### src/rtl/fetch_line_issue.sv
// Line-buffered instruction issue stage fed by the 32x72 instruction SRAM.
// Optional next-line prefetch is enabled by defining FETCH_PREFETCH_EN.
module fetch_line_issue #(
  parameter int               LINES   = 32,
  parameter int               SLOTS   = 8,
  parameter int               IW      = 9,
  parameter logic [IW-1:0]    HALT_OP = 9'h1FF,
  localparam int              AW      = $clog2(LINES),
  localparam int              SW      = $clog2(SLOTS),
  localparam int              PW      = AW + SW,
  localparam int              LW      = SLOTS * IW
) (
  input  logic          clka,
  input  logic          rst,
  input  logic          start,
  input  logic [PW-1:0] start_addr,
  input  logic          redirect,
  input  logic [PW-1:0] redirect_addr,
  output logic          mem_ena,
  output logic [AW-1:0] mem_addra,
  input  logic [LW-1:0] mem_douta,
  output logic          ins_valid,
  input  logic          ins_ready,
  output logic [IW-1:0] ins_data,
  output logic [PW-1:0] ins_pc,
  output logic          busy
);

  typedef enum logic [1:0] {
    IDLE,
    LOAD,
    ISSUE
  } state_e;

  state_e          state_q;
  logic [PW-1:0]   pc_q;
  logic [LW-1:0]   line_q;
  logic [IW-1:0]   cur_ins;
  logic [AW-1:0]   cur_line;
  logic [AW-1:0]   nxt_line;
  logic            hs;
  logic            last_slot;
  logic            is_halt;

`ifdef FETCH_PREFETCH_EN
  logic [LW-1:0]   pf_q;
  logic            pf_valid_q;
`endif

  assign cur_ins   = line_q[pc_q[SW-1:0]*IW +: IW];
  assign cur_line  = pc_q[PW-1:SW];
  assign nxt_line  = cur_line + AW'(1);
  assign hs        = (state_q == ISSUE) & ins_ready;
  assign last_slot = &pc_q[SW-1:0];
  assign is_halt   = (cur_ins == HALT_OP);
  assign busy      = (state_q != IDLE);

  always_comb begin
    mem_ena   = 1'b0;
    mem_addra = '0;
    ins_valid = 1'b0;
    ins_data  = '0;
    ins_pc    = '0;
    unique case (state_q)
      LOAD: begin
        mem_ena   = 1'b1;
        mem_addra = cur_line;
      end
      ISSUE: begin
        ins_valid = 1'b1;
        ins_data  = cur_ins;
        ins_pc    = pc_q;
`ifdef FETCH_PREFETCH_EN
        if (!pf_valid_q) begin
          mem_ena   = 1'b1;
          mem_addra = nxt_line;
        end
`endif
      end
      default: ;
    endcase
  end

  always_ff @(posedge clka or negedge rst) begin
    if (!rst) begin
      state_q    <= IDLE;
      pc_q       <= '0;
      line_q     <= '0;
`ifdef FETCH_PREFETCH_EN
      pf_q       <= '0;
      pf_valid_q <= 1'b0;
`endif
    end else if (redirect) begin
      pc_q       <= redirect_addr;
      state_q    <= LOAD;
`ifdef FETCH_PREFETCH_EN
      pf_valid_q <= 1'b0;
`endif
    end else begin
      unique case (state_q)
        IDLE: begin
          if (start) begin
            pc_q    <= start_addr;
            state_q <= LOAD;
          end
        end
        LOAD: begin
          line_q  <= mem_douta;
          state_q <= ISSUE;
        end
        ISSUE: begin
`ifdef FETCH_PREFETCH_EN
          if (!pf_valid_q && !(hs && last_slot)) begin
            pf_q       <= mem_douta;
            pf_valid_q <= 1'b1;
          end
`endif
          if (hs && is_halt) begin
            state_q    <= IDLE;
`ifdef FETCH_PREFETCH_EN
            pf_valid_q <= 1'b0;
`endif
          end else if (hs) begin
            pc_q <= pc_q + PW'(1);
            if (last_slot) begin
`ifdef FETCH_PREFETCH_EN
              // unbuffered prefetch: take this cycle's read directly
              line_q     <= pf_valid_q ? pf_q : mem_douta;
              pf_valid_q <= 1'b0;
`else
              state_q    <= LOAD;
`endif
            end
          end
        end
        default: state_q <= IDLE;
      endcase
    end
  end

endmodule

### config.mk
export PLATFORM = sky130hd
export DESIGN_NAME = fetch_line_issue
export DESIGN_NICKNAME = d
export VERILOG_FILES = /design/src/rtl/fetch_line_issue.sv
export SDC_FILE = /design/constraint.sdc
export NUM_CORES = 1
export LEC_CHECK = 0
export CORE_MARGIN = 2
export CORE_UTILIZATION = 45
export CTS_CLUSTER_SIZE = 16
export DETAILED_ROUTE_END_ITERATION = 10
export PLACE_DENSITY = 0.8
export SLEW_MARGIN = 20
export SYNTH_ARGS = -nofsm -noshare
export SYNTH_HDL_FRONTEND = slang
export SYNTH_SLANG_ARGS = --single-unit
### constraint.sdc
create_clock -name clka -period 4.8 [get_ports clka]
set_input_delay 0.72 -clock clka [delete_from_list [all_inputs] [get_ports clka]]
set_output_delay 0.72 -clock clka [all_outputs]
set_load 0.02 [all_outputs]
==> results.rst, run 1 <==
.. list-table::
   :header-rows: 1

   * - Metric
     - Value
   * - Run status
     - completed
   * - Yosys Warn Count
     - 0
   * - Worst Hold Class
     - in2async
   * - Prevailing post-synth register cell
     - sky130_fd_sc_hd__dfrtp_1
   * - Lkg Pwr
     - about 2.3 nW
   * - Fraction of synthesis flops using an asynchronous set or reset pin
     - 100%
   * - Starting density of the core
     - 46.7%
   * - Crit path kind
     - reg2out
   * - Post-Synthesis Net Count
     - a little under 400
   * - Required arrival time at the worst endpoint
     - about 4 ns
   * - Synthesized flop and latch total
     - slightly above 80
   * - Final worst path period share
     - between 70 and 80%
   * - Overall via count from detail_route
     - 2878
   * - Global-route usage over all layers
     - around a fifth
   * - Row cnt
     - 34
   * - Routing usage on met2
     - 35.0%
   * - CTS tree
     - yes
   * - Global routing usage on met1
     - roughly 28%
   * - Floorplan die height
     - roughly 99 um
   * - Initial DRT Pass Iterations
     - 4
   * - Antenna violations before repair
     - 0
   * - Worst Hold Margin
     - ~0.39 ns
   * - Synth Area in Compound Gates
     - between 4 and 5%
   * - RSZ-0062 raised after global routing
     - false
   * - Resize count post-CTS
     - 0
   * - Clock sink total
     - 82
   * - Mean post-synth cell area
     - around 14 um2
   * - Die Span X
     - 99.3 um
   * - Mux share of post-synthesis cell area
     - 33.1%
   * - Endpoints failing hold
     - 0
   * - Number of global-route vias before repair
     - about 3000
   * - Inserted Diodes
     - 0
   * - VDD IR-drop max
     - approximately 160 uV
   * - Layout cell share with drive strength beyond 1
     - around 27%
   * - Power density relative to cell area
     - between 300 and 400 nW/um2
   * - Number of distinct library cell variants in the gate-level netlist after synthesis
     - 38
   * - Post-route total power
     - 2.13 mW
   * - Maximum fanout count along the critical path
     - 12
   * - Min Tclk post-route
     - approximately 3.7 ns
   * - CTS HTree Levels
     - 3
   * - Total die area
     - between 9000 and 10000 um2
   * - Clock root cell
     - sky130_fd_sc_hd__clkbuf_8
   * - Sequential-to-total area share from yosys stat
     - between 50% and 60%
   * - Final Core Density
     - roughly 64%
   * - Critical Path AT
     - approximately 3.0 ns
   * - Max frequency
     - 268 MHz
   * - Worst stage delay on the critical path
     - roughly 0.7 ns
   * - Worst clock skew
     - between 0.008 and 0.009 ns
   * - Worst Max-Slew Pin Slew
     - just over 0.9 ns
   * - Capturing element type of the critical path
     - output port
   * - Synthesized-area fraction occupied by xor and xnor cells
     - 0.214%
   * - Buffer depth of the longest clock path
     - 2
   * - Count of buffers from port buffering
     - about 120
   * - Busiest grt layer
     - met2
   * - WL/cell
     - around 19 um
   * - First-iteration detailed-routing DRC count
     - roughly 160
   * - Number of nets in the final layout
     - slightly above 500
   * - Number of slew-limit violations in the final report
     - 0
   * - Wire length of the first global-routing pass
     - 16.0 mm
   * - Number of buffers added by the clock tree synthesis step
     - 9
   * - Number of enable-type register cells in the synthesized netlist
     - 0
   * - Post-Synthesis Cells
     - 301
   * - Maximum number of pins on one net before global-route repair
     - 83
   * - Hpwl dp
     - around 7 mm
   * - Clock transition at the registers of the reported paths
     - 0.09 ns
   * - Count of maximum capacitance violations
     - 0
   * - Post-Synth Simple-Gate Area
     - 8.48%
   * - Global placer's final weighted congestion
     - about 0.8
   * - Slowest cell on the critical path
     - sky130_fd_sc_hd__dfrtp_1
   * - Antenna Nets Post-Route
     - 0
   * - Combinational family with the most area after synthesis
     - multiplexers
   * - Post-CTS Setup Inserts
     - 0
   * - Synth-to-Final Area Change
     - 36.8%
   * - Area share of fa/ha/maj cells after synthesis
     - less than 1%
   * - Setup TNS
     - 0 ns
   * - Finish-stage setup viols
     - 0
   * - Post-route DRC violation count
     - 0
   * - Top-level port count
     - roughly 120
   * - Total wire length
     - about 10 mm
   * - Nature of the critical path startpoint
     - register
   * - Clock Latency Late Sink
     - roughly 0.35 ns
   * - Netlist Area Pre-Place
     - 4090 um2
   * - List of cells traversed by the critical path
     - buf_4, mux4_1, mux2_2, and2_1, clkdlybuf4s50_1
   * - Grt met3 use
     - under 10%
   * - Hold buffer count at CTS
     - 0
   * - Total grt overflow
     - 0
   * - Relative slew slack
     - 38.5%
   * - Floorplan core area
     - 8760 um2
   * - Mean number of vias per cell
     - approximately 5.5
## cells in the mapped netlist, drive strengths merged, types with 4 or more instances
library cell | number | share of area, %
nand2 | 18 | 1.7
buf | 6 | 1.2
mux2 | 73 | 20
and2 | 13 | 2.1
nand3 | 5 | 0.61
inv | 4 | 0.37
a21o | 4 | 0.73
mux4 | 18 | 11
nor2 | 14 | 1.3
a21oi | 7 | 0.86
nand2b | 4 | 0.61
o21ai | 7 | 0.86
clkbuf | 13 | 1.2
dfrtp | 82 | 50
mux2i | 10 | 2.4
## kinds of logic (layout without fill, tap and decap cells)
kind of cell / Yosys count / count (layout)
mux: 101 / 101
flops: 82 / 82
simple gates: 66 / 66
compound gates: 26 / 26
buf+inv: 23 / 140
fa+ha+maj: 2 / 2
xor+xnor: 1 / 1
## metal layers
metal  vias up  share of wire [%]
met1      1445                 42
met4         0                1.2
li1       1320                  -
met5         -                  0
met2       105                 51
met3         8                6.4
## path summary, 6_finish.rpt
check / from / slack, ns / to / cells after the start
setup reg to reg: pc_q[0] / 1.69 / pc_q[0] / 7
max in group asynchronous: rst / 3.88 / line_q[60] / 1
setup / recovery: pc_q[0] / 1.07 / ins_data[8] / 5
min in group clka: line_q[37] / 0.50 / line_q[37] / 1
hold / removal: rst / 0.39 / line_q[2] / 1
hold reg to reg: line_q[37] / 0.50 / line_q[37] / 1
## power by group
part / switching (mW) / leakage, nW / total (mW) / internal, mW
Combinational: 0.198 / 1.18 / 0.528 / 0.330
Sequential: 0.104 / 0.962 / 0.943 / 0.840
Clock: 0.256 / 0.131 / 0.658 / 0.401
Total: 0.558 / 2.27 / 2.13 / 1.57
## worst max-delay path: cells and delay by family (launching register included)
family | cells | cell delay [ns]
flip-flops | 1 | 0.70
buffers and inverters | 2 | 0.89
AND/OR/NAND/NOR | 1 | 0.17
multiplexers | 2 | 0.90
## registers in the layout, indices dropped and copies added, names as in the netlist
| register | cells |
|---|---|
| state_q | 2 |
| pc_q | 8 |
| line_q | 72 |
## per-stage QoR
step | cell area [um2] | std cells | setup WS [ns]
after floorplan | 4090 | 301 | 2.39
after global placement | 5320 | 510 | 1.49
after detailed placement | 5320 | 510 | 1.44
after CTS | 5590 | 526 | 1.00
after global routing | 5590 | 526 | 0.872
final | 5590 | 526 | 1.07
## final cells by class
class / count / area (um2)
Sequential cell: 82 / 2050
Clock buffer: 10 / 128
Multi-Input combinational cell: 196 / 1930
Fill cell: 673 / 3170
Clock inverter: 6 / 138
Timing Repair Buffer: 120 / 1190
Inverter: 4 / 15.0
Tap cell: 108 / 135
## cells in the final DEF, fill, tap and decap left out, types with 2 or more instances in the layout
cell type                         netlist  final
sky130_fd_sc_hd__nand2_1               18     18
sky130_fd_sc_hd__and2_1                12     12
sky130_fd_sc_hd__clkbuf_8               0      9
sky130_fd_sc_hd__and3_1                 3      3
sky130_fd_sc_hd__nor2_1                14     13
sky130_fd_sc_hd__buf_4                  3      3
sky130_fd_sc_hd__bufinv_16              0      4
sky130_fd_sc_hd__inv_1                  4      4
sky130_fd_sc_hd__ha_1                   2      2
sky130_fd_sc_hd__dfrtp_1               82     82
sky130_fd_sc_hd__o31ai_2                2      2
sky130_fd_sc_hd__or2_2                  2      2
sky130_fd_sc_hd__a21oi_1                7      7
sky130_fd_sc_hd__o21ai_0                5      5
sky130_fd_sc_hd__mux2_2                73     73
sky130_fd_sc_hd__a21o_1                 4      4
sky130_fd_sc_hd__clkdlybuf4s50_1        0    116
sky130_fd_sc_hd__mux4_1                 7      7
sky130_fd_sc_hd__nand3_1                5      5
sky130_fd_sc_hd__nand2b_1               4      4
sky130_fd_sc_hd__o21ai_1                2      2
sky130_fd_sc_hd__mux2i_1               10     10
sky130_fd_sc_hd__mux4_2                11     11
(Power assumes the default switching activity.)
==> run 2, diff against run 1 <==
--- a/config.mk
+++ b/config.mk
@@ -6,7 +6,7 @@
 export NUM_CORES = 1
 export LEC_CHECK = 0
 export CORE_MARGIN = 2
-export CORE_UTILIZATION = 45
+export CORE_UTILIZATION = 43
 export CTS_CLUSTER_SIZE = 16
 export DETAILED_ROUTE_END_ITERATION = 10
 export PLACE_DENSITY = 0.8
==> constraint.sdc (replaced) <==
create_clock -name clka -period 3.3 [get_ports clka]
set_input_delay 0.495 -clock clka [delete_from_list [all_inputs] [get_ports clka]]
set_output_delay 0.495 -clock clka [all_outputs]
set_load 0.02 [all_outputs]
==> results.rst, run 2 (synthesis results as in run 1) <==
.. list-table::
   :header-rows: 1

   * - Metric
     - Value
   * - Inserted Diodes
     - 0 (unchanged)
   * - Run status
     - completed
   * - Clock root cell
     - sky130_fd_sc_hd__clkbuf_8
   * - Final Core Density
     - 61.0% (-2.8 points)
   * - Post-CTS Setup Inserts
     - 0 (unchanged)
   * - Row cnt
     - 35 (+2.9%)
   * - Final worst path period share
     - between 80 and 90%
   * - Critical Path AT
     - 2.47 ns (-0.54 ns)
   * - Global placer's final weighted congestion
     - 0.868 (+10%)
   * - Relative slew slack
     - 51.7% (+13 points)
   * - Setup TNS
     - 0 ns (unchanged)
   * - Wire length of the first global-routing pass
     - 15.5 mm (-3.2%)
   * - Global routing usage on met1
     - 26.3% (-2.0 points)
   * - Clock sink total
     - 82 (unchanged)
   * - Starting density of the core
     - 44.3% (-2.4 points)
   * - Power density relative to cell area
     - 536 nW/um2 (+41%)
   * - CTS HTree Levels
     - 3 (unchanged)
   * - Total wire length
     - 9.68 mm (-2.3%)
   * - Reg-to-reg setup timing slack
     - 0.76 ns (-0.93 ns)
   * - Capturing element type of the critical path
     - output port
   * - Worst Hold Margin
     - 0.154 ns (-0.235 ns)
   * - Antenna violations before repair
     - 0 (unchanged)
   * - Lkg Pwr
     - 2.28 nW (+0.20%)
   * - Crit path kind
     - reg2out
   * - Required arrival time at the worst endpoint
     - 2.80 ns (-1.28 ns)
   * - Commonest non-fill, non-tap cell in the layout
     - sky130_fd_sc_hd__clkdlybuf4s50_1
   * - Highest-count cells in the layout ignoring fill and taps
     - sky130_fd_sc_hd__clkdlybuf4s50_1, sky130_fd_sc_hd__dfrtp_1, sky130_fd_sc_hd__mux2_2
   * - Buffer depth of the longest clock path
     - 2 (unchanged)
   * - Routing usage on met2
     - 34.1% (-0.97 points)
   * - CTS tree
     - yes
   * - Max frequency
     - around 340 MHz
   * - Finish-stage setup viols
     - 0 (unchanged)
   * - Hold buffer count at CTS
     - 0 (unchanged)
   * - Min Tclk post-route
     - approximately 3 ns
   * - Number of slew-limit violations in the final report
     - 0 (unchanged)
   * - Number of global-route vias before repair
     - 2989 (-1.9%)
   * - Total die area
     - 10300 um2 (+4.5%)
   * - Layout cell share with drive strength beyond 1
     - 27.5% (+0.69 points)
   * - Resize count post-CTS
     - 0 (unchanged)
   * - Worst Reg-to-Reg Cells
     - 7 (unchanged)
   * - PnR worst setup slack
     - 0.334 ns (-0.736 ns)
   * - Worst Max-Slew Pin Slew
     - 0.725 ns (-0.198 ns)
   * - Busiest grt layer
     - met2
   * - Nature of the critical path startpoint
     - register
   * - Number of buffers added by the clock tree synthesis step
     - 9 (unchanged)
   * - Clock transition at the registers of the reported paths
     - 0.08 ns (about the same)
   * - Endpoints failing hold
     - 0 (unchanged)
   * - Hpwl dp
     - 7.20 mm (+2.5%)
   * - Top-level port count
     - 118 (unchanged)
   * - Number of nets in the final layout
     - 512 (+0.79%)
   * - Die Span X
     - 102 um (+2.2%)
   * - Initial DRT Pass Iterations
     - 4 (unchanged)
   * - Floorplan die height
     - 102 um (+2.2%)
   * - Reg-to-reg endpoint
     - pc_q[0]
   * - Post-route total power
     - 3.02 mW (+42%)
   * - RSZ-0062 raised after global routing
     - false
   * - Count of maximum capacitance violations
     - 0 (unchanged)
   * - Maximum number of pins on one net before global-route repair
     - 83 (unchanged)
   * - Largest registers in the final layout
     - line_q (72), pc_q (8), state_q (2)
   * - Worst clock skew
     - 0.00826 ns (-0.000276 ns)
   * - Floorplan core area
     - 9240 um2 (+5.4%)
   * - Worst reg2reg startpoint
     - pc_q[0]
   * - Count of buffers from port buffering
     - 117 (unchanged)
   * - Maximum fanout count along the critical path
     - 10 (-2)
   * - VDD IR-drop max
     - 283 uV (+75%)
   * - Grt met3 use
     - 5.11% (+0.40 points)
   * - Post-route DRC violation count
     - 0 (unchanged)
   * - Antenna Nets Post-Route
     - 0 (unchanged)
   * - Mean number of vias per cell
     - 5.23 (-4.5%)
   * - Synth-to-Final Area Change
     - 37.9%
   * - Clock Latency Late Sink
     - 0.35 ns (about the same)
   * - Worst Hold Class
     - in2async
   * - Minimum setup slack after placement
     - 0.707 ns (-0.732 ns)
   * - Max reg flops
     - 72 (unchanged)
   * - Overall via count from detail_route
     - 2880 (+0.069%)
   * - Largest register by flop count
     - line_q
   * - Total grt overflow
     - 0 (unchanged)
   * - Global-route usage over all layers
     - 20.1% (-1.1 points)
   * - First-iteration detailed-routing DRC count
     - 170 (+5.6%)
   * - WL/cell
     - 17.6 um (-6.8%)
## run 2: layout make-up
cell class | count | area (um2)
clock buffers | 10 | 128
flip-flops and latches | 82 | 2050
multi-input cells | 196 | 1930
inverters | 4 | 15.0
clock inverters | 6 | 114
well taps | 129 | 161
repair buffers | 124 | 1240
fillers | 743 | 3600
## run 2: worst max path at each step
stage / from / end / slack, ns / cells after the start
after floorplan: pc_q[0] / pc_q[7] / 1.04 / 8
after global placement: pc_q[0] / ins_data[8] / 0.72 / 5
after detailed placement: pc_q[0] / ins_data[8] / 0.71 / 5
after CTS: pc_q[0] / ins_data[8] / 0.31 / 5
after global routing: pc_q[0] / ins_data[8] / 0.22 / 5
final: pc_q[0] / ins_data[8] / 0.33 / 5
## run 2: power by group
part	switching [mW]	internal [mW]
clock network	0.367	0.505
registers	0.138	1.22
logic	0.302	0.487
## run 2: through the flow
stage,instance area [um2],instances
2_1_floorplan,4090,301
3_3_place_gp,5390,535
3_5_place_dp,5390,535
4_1_cts,5630,551
5_1_grt,5640,551
6_report,5640,551
## run 2: worst max-delay path, cell delays in order, from the launching register on
cell and delay, ns:
sky130_fd_sc_hd__dfrtp_1 0.36, sky130_fd_sc_hd__buf_4 0.21, sky130_fd_sc_hd__mux4_1 0.56, sky130_fd_sc_hd__mux2_2 0.30
sky130_fd_sc_hd__and2_1 0.16, sky130_fd_sc_hd__clkdlybuf4s50_1 0.53
## run 2: per-layer routing
metal	vias up	routed length [um]
met5	-	0
met4	0	86
met3	9	505
met2	85	5080
met1	1451	4000
li1	1335	-
==> run 3, diff against run 2 <==
--- a/config.mk
+++ b/config.mk
@@ -5,8 +5,10 @@
 export SDC_FILE = /design/constraint.sdc
 export NUM_CORES = 1
 export LEC_CHECK = 0
+export CELL_PAD_IN_SITES_DETAIL_PLACEMENT = 0
+export CELL_PAD_IN_SITES_GLOBAL_PLACEMENT = 1
 export CORE_MARGIN = 2
-export CORE_UTILIZATION = 43
+export CORE_UTILIZATION = 34
 export CTS_CLUSTER_SIZE = 16
 export DETAILED_ROUTE_END_ITERATION = 10
 export PLACE_DENSITY = 0.8
==> results.rst, run 3 (synthesis results as in run 1) <==
.. list-table::
   :header-rows: 1

   * - Metric
     - Value
   * - Run status
     - completed
   * - Crit path kind
     - reg2out
   * - Highest-count cells in the layout ignoring fill and taps
     - sky130_fd_sc_hd__clkdlybuf4s50_1, sky130_fd_sc_hd__dfrtp_1, sky130_fd_sc_hd__mux2_2
   * - Critical Path AT
     - 2.48 ns (about the same)
   * - Post-route total power
     - 3.16 mW (+4.7%)
   * - Number of buffers added by the clock tree synthesis step
     - 9 (unchanged)
   * - Max frequency
     - 336 MHz (-0.38%)
   * - Relative slew slack
     - 49.8% (-1.9 points)
   * - Top-level port count
     - 118 (unchanged)
   * - Resize count post-CTS
     - 0 (unchanged)
   * - Slowest cell on the critical path
     - sky130_fd_sc_hd__mux4_1
   * - Number of slew-limit violations in the final report
     - 0 (unchanged)
   * - Start point of the critical path
     - pc_q[0]
   * - Global placer's final weighted congestion
     - 0.790 (-8.9%)
   * - Wire length of the first global-routing pass
     - 15.9 mm (+2.4%)
   * - Total wire length
     - 10.1 mm (+4.2%)
   * - Total grt overflow
     - 0 (unchanged)
   * - Worst reg2reg startpoint
     - pc_q[0]
   * - Final worst path period share
     - 90.2% (+0.35 points)
   * - Setup TNS
     - 0 ns (unchanged)
   * - Capturing element type of the critical path
     - output port
   * - Required arrival time at the worst endpoint
     - 2.80 ns (about the same)
   * - Synth-to-Final Area Change
     - 40.1%
   * - Total die area
     - 12900 um2 (+25%)
   * - Number of filler cells placed in the layout
     - 1063 (+43%)
   * - Post-CTS Setup Inserts
     - 0 (unchanged)
   * - Cell type group with the largest total delay on the critical path
     - multiplexers
   * - Antenna violations before repair
     - 0 (unchanged)
   * - Largest register by flop count
     - line_q
   * - Buffer depth of the longest clock path
     - 2 (unchanged)
   * - Starting density of the core
     - 34.5% (-9.8 points)
   * - Endpoints failing hold
     - 0 (unchanged)
   * - Reg-to-reg setup timing slack
     - 0.70 ns (-0.06 ns)
   * - Global-route usage over all layers
     - 16.2% (-3.8 points)
   * - Min Tclk post-route
     - 2.98 ns (+0.0114 ns)
   * - Proportion of power drawn by the clock network
     - 32.1% (+3.2 points)
   * - Worst clock skew
     - 0.00915 ns (+0.000894 ns)
   * - Overall via count from detail_route
     - 2830 (-1.7%)
   * - Commonest non-fill, non-tap cell in the layout
     - sky130_fd_sc_hd__clkdlybuf4s50_1
   * - RSZ-0062 raised after global routing
     - false
   * - Lkg Pwr
     - 2.31 nW (+1.4%)
   * - Max reg flops
     - 72 (unchanged)
   * - Worst Max-Slew Pin Slew
     - 0.753 ns (+0.0284 ns)
   * - Layout cell share with drive strength beyond 1
     - 27.3% (-0.17 points)
   * - Switching power
     - 0.825 mW (+2.3%)
   * - Critical Path Sink
     - ins_data[8]
   * - Worst stage delay on the critical path
     - 0.56 ns (about the same)
   * - Finish-stage setup viols
     - 0 (unchanged)
   * - Nature of the critical path startpoint
     - register
   * - Antenna Nets Post-Route
     - 0 (unchanged)
   * - Worst Reg-to-Reg Cells
     - 7 (unchanged)
   * - Hold buffer count at CTS
     - 0 (unchanged)
   * - Clock sink total
     - 82 (unchanged)
   * - Mean number of vias per cell
     - 4.98 (-4.7%)
   * - Maximum fanout count along the critical path
     - 23 (+13)
   * - List of cells traversed by the critical path
     - buf_12, mux4_1, mux2_2, and2_1, clkdlybuf4s50_1
   * - Clock root cell
     - sky130_fd_sc_hd__clkbuf_16
   * - Initial DRT Pass Iterations
     - 4 (unchanged)
   * - Portion of total power attributed to combinational logic
     - 25.3% (-0.8 points)
   * - Count of buffers from port buffering
     - 117 (unchanged)
   * - Maximum number of pins on one net before global-route repair
     - 83 (unchanged)
   * - Worst Hold Class
     - in2async
   * - CTS tree
     - yes
   * - Power density relative to cell area
     - 552 nW/um2 (+3.0%)
   * - Pint
     - 2.34 mW (+5.6%)
   * - CTS HTree Levels
     - 3 (unchanged)
   * - Die Span X
     - 114 um (+12%)
   * - Sum of buffers and inverters on the critical path
     - 2 (unchanged)
   * - Count of maximum capacitance violations
     - 0 (unchanged)
   * - Largest registers in the final layout
     - line_q (72), pc_q (8), state_q (2)
   * - Clock transition at the registers of the reported paths
     - 0.06 ns (-0.02 ns)
   * - Post-route DRC violation count
     - 0 (unchanged)
   * - Inserted Diodes
     - 0 (unchanged)
   * - Reg-to-reg endpoint
     - pc_q[0]
   * - Row cnt
     - 40 (+14%)
   * - First-iteration detailed-routing DRC count
     - 180 (+5.9%)
   * - Hpwl dp
     - 7.30 mm (+1.4%)
   * - WL/cell
     - 17.8 um (+1.1%)
   * - Final Core Density
     - 48.3% (-13 points)
   * - Floorplan die height
     - 114 um (+12%)
   * - Clock Latency Late Sink
     - 0.34 ns (about the same)
   * - Instance area at placement
     - 5420 um2 (+0.51%)
   * - VDD IR-drop max
     - 229 uV (-19%)
   * - Sw frac
     - 26.1% (-0.63 points)
   * - Sequential group share of total power
     - 42.6% (-2.4 points)
   * - Critical path depth in cells
     - 5 (unchanged)
   * - Number of global-route vias before repair
     - 2933 (-1.9%)
   * - Post-Layout Inst Area
     - 5730 um2 (+1.6%)
   * - Floorplan core area
     - 11900 um2 (+28%)
   * - Number of nets in the final layout
     - 511 (-0.20%)
run 3: routing by layer:
| metal | GRT usage, % | routed length [um] |
|---|---|---|
| met5 | 0 | 0 |
| met4 | 4.39 | 106 |
| met3 | 4.68 | 630 |
| met2 | 26.0 | 4810 |
| met1 | 21.8 | 4540 |
run 3: worst min-delay path by stage:
stage | start | to | slack (ns) | cells after the start
global placement | line_q[71] | line_q[71] | 0.49 | 1
detailed placement | line_q[61] | line_q[61] | 0.49 | 1
finish | rst | line_q[17] | 0.21 | 1
floorplan | rst | line_q[0] | 0.20 | 0
CTS | rst | pc_q[4] | 0.40 | 1
global route | rst | line_q[3] | 0.28 | 1
run 3: stage by stage:
stage | hold WS (ns) | setup WS (ns) | cells
2_1_floorplan | 0.199 | 1.04 | 301
3_3_place_gp | 0.485 | 0.680 | 552
3_5_place_dp | 0.491 | 0.678 | 552
4_1_cts | 0.397 | 0.300 | 568
5_1_grt | 0.279 | 0.228 | 568
6_report | 0.210 | 0.323 | 568
run 3: power groups by stage:
stage	logic (mW)	clock network, mW	registers (mW)
CTS	0.816	1.04	1.35
global placement	0.797	0	1.36
global route	0.871	1.09	1.37
detailed placement	0.812	0	1.37
floorplan	0.535	0	1.31
finish	0.802	1.01	1.35
run 3: area by class of cell:
type / count / area [um2] / area share, %
Sequential cell: 82 / 2050 / 35.8
Multi-Input combinational cell: 196 / 1930 / 33.7
Timing Repair Buffer: 123 / 1240 / 21.7
Clock buffer: 12 / 256 / 4.48
Tap cell: 147 / 184 / 3.21
Clock inverter: 4 / 50.0 / 0.873
Inverter: 4 / 15.0 / 0.262
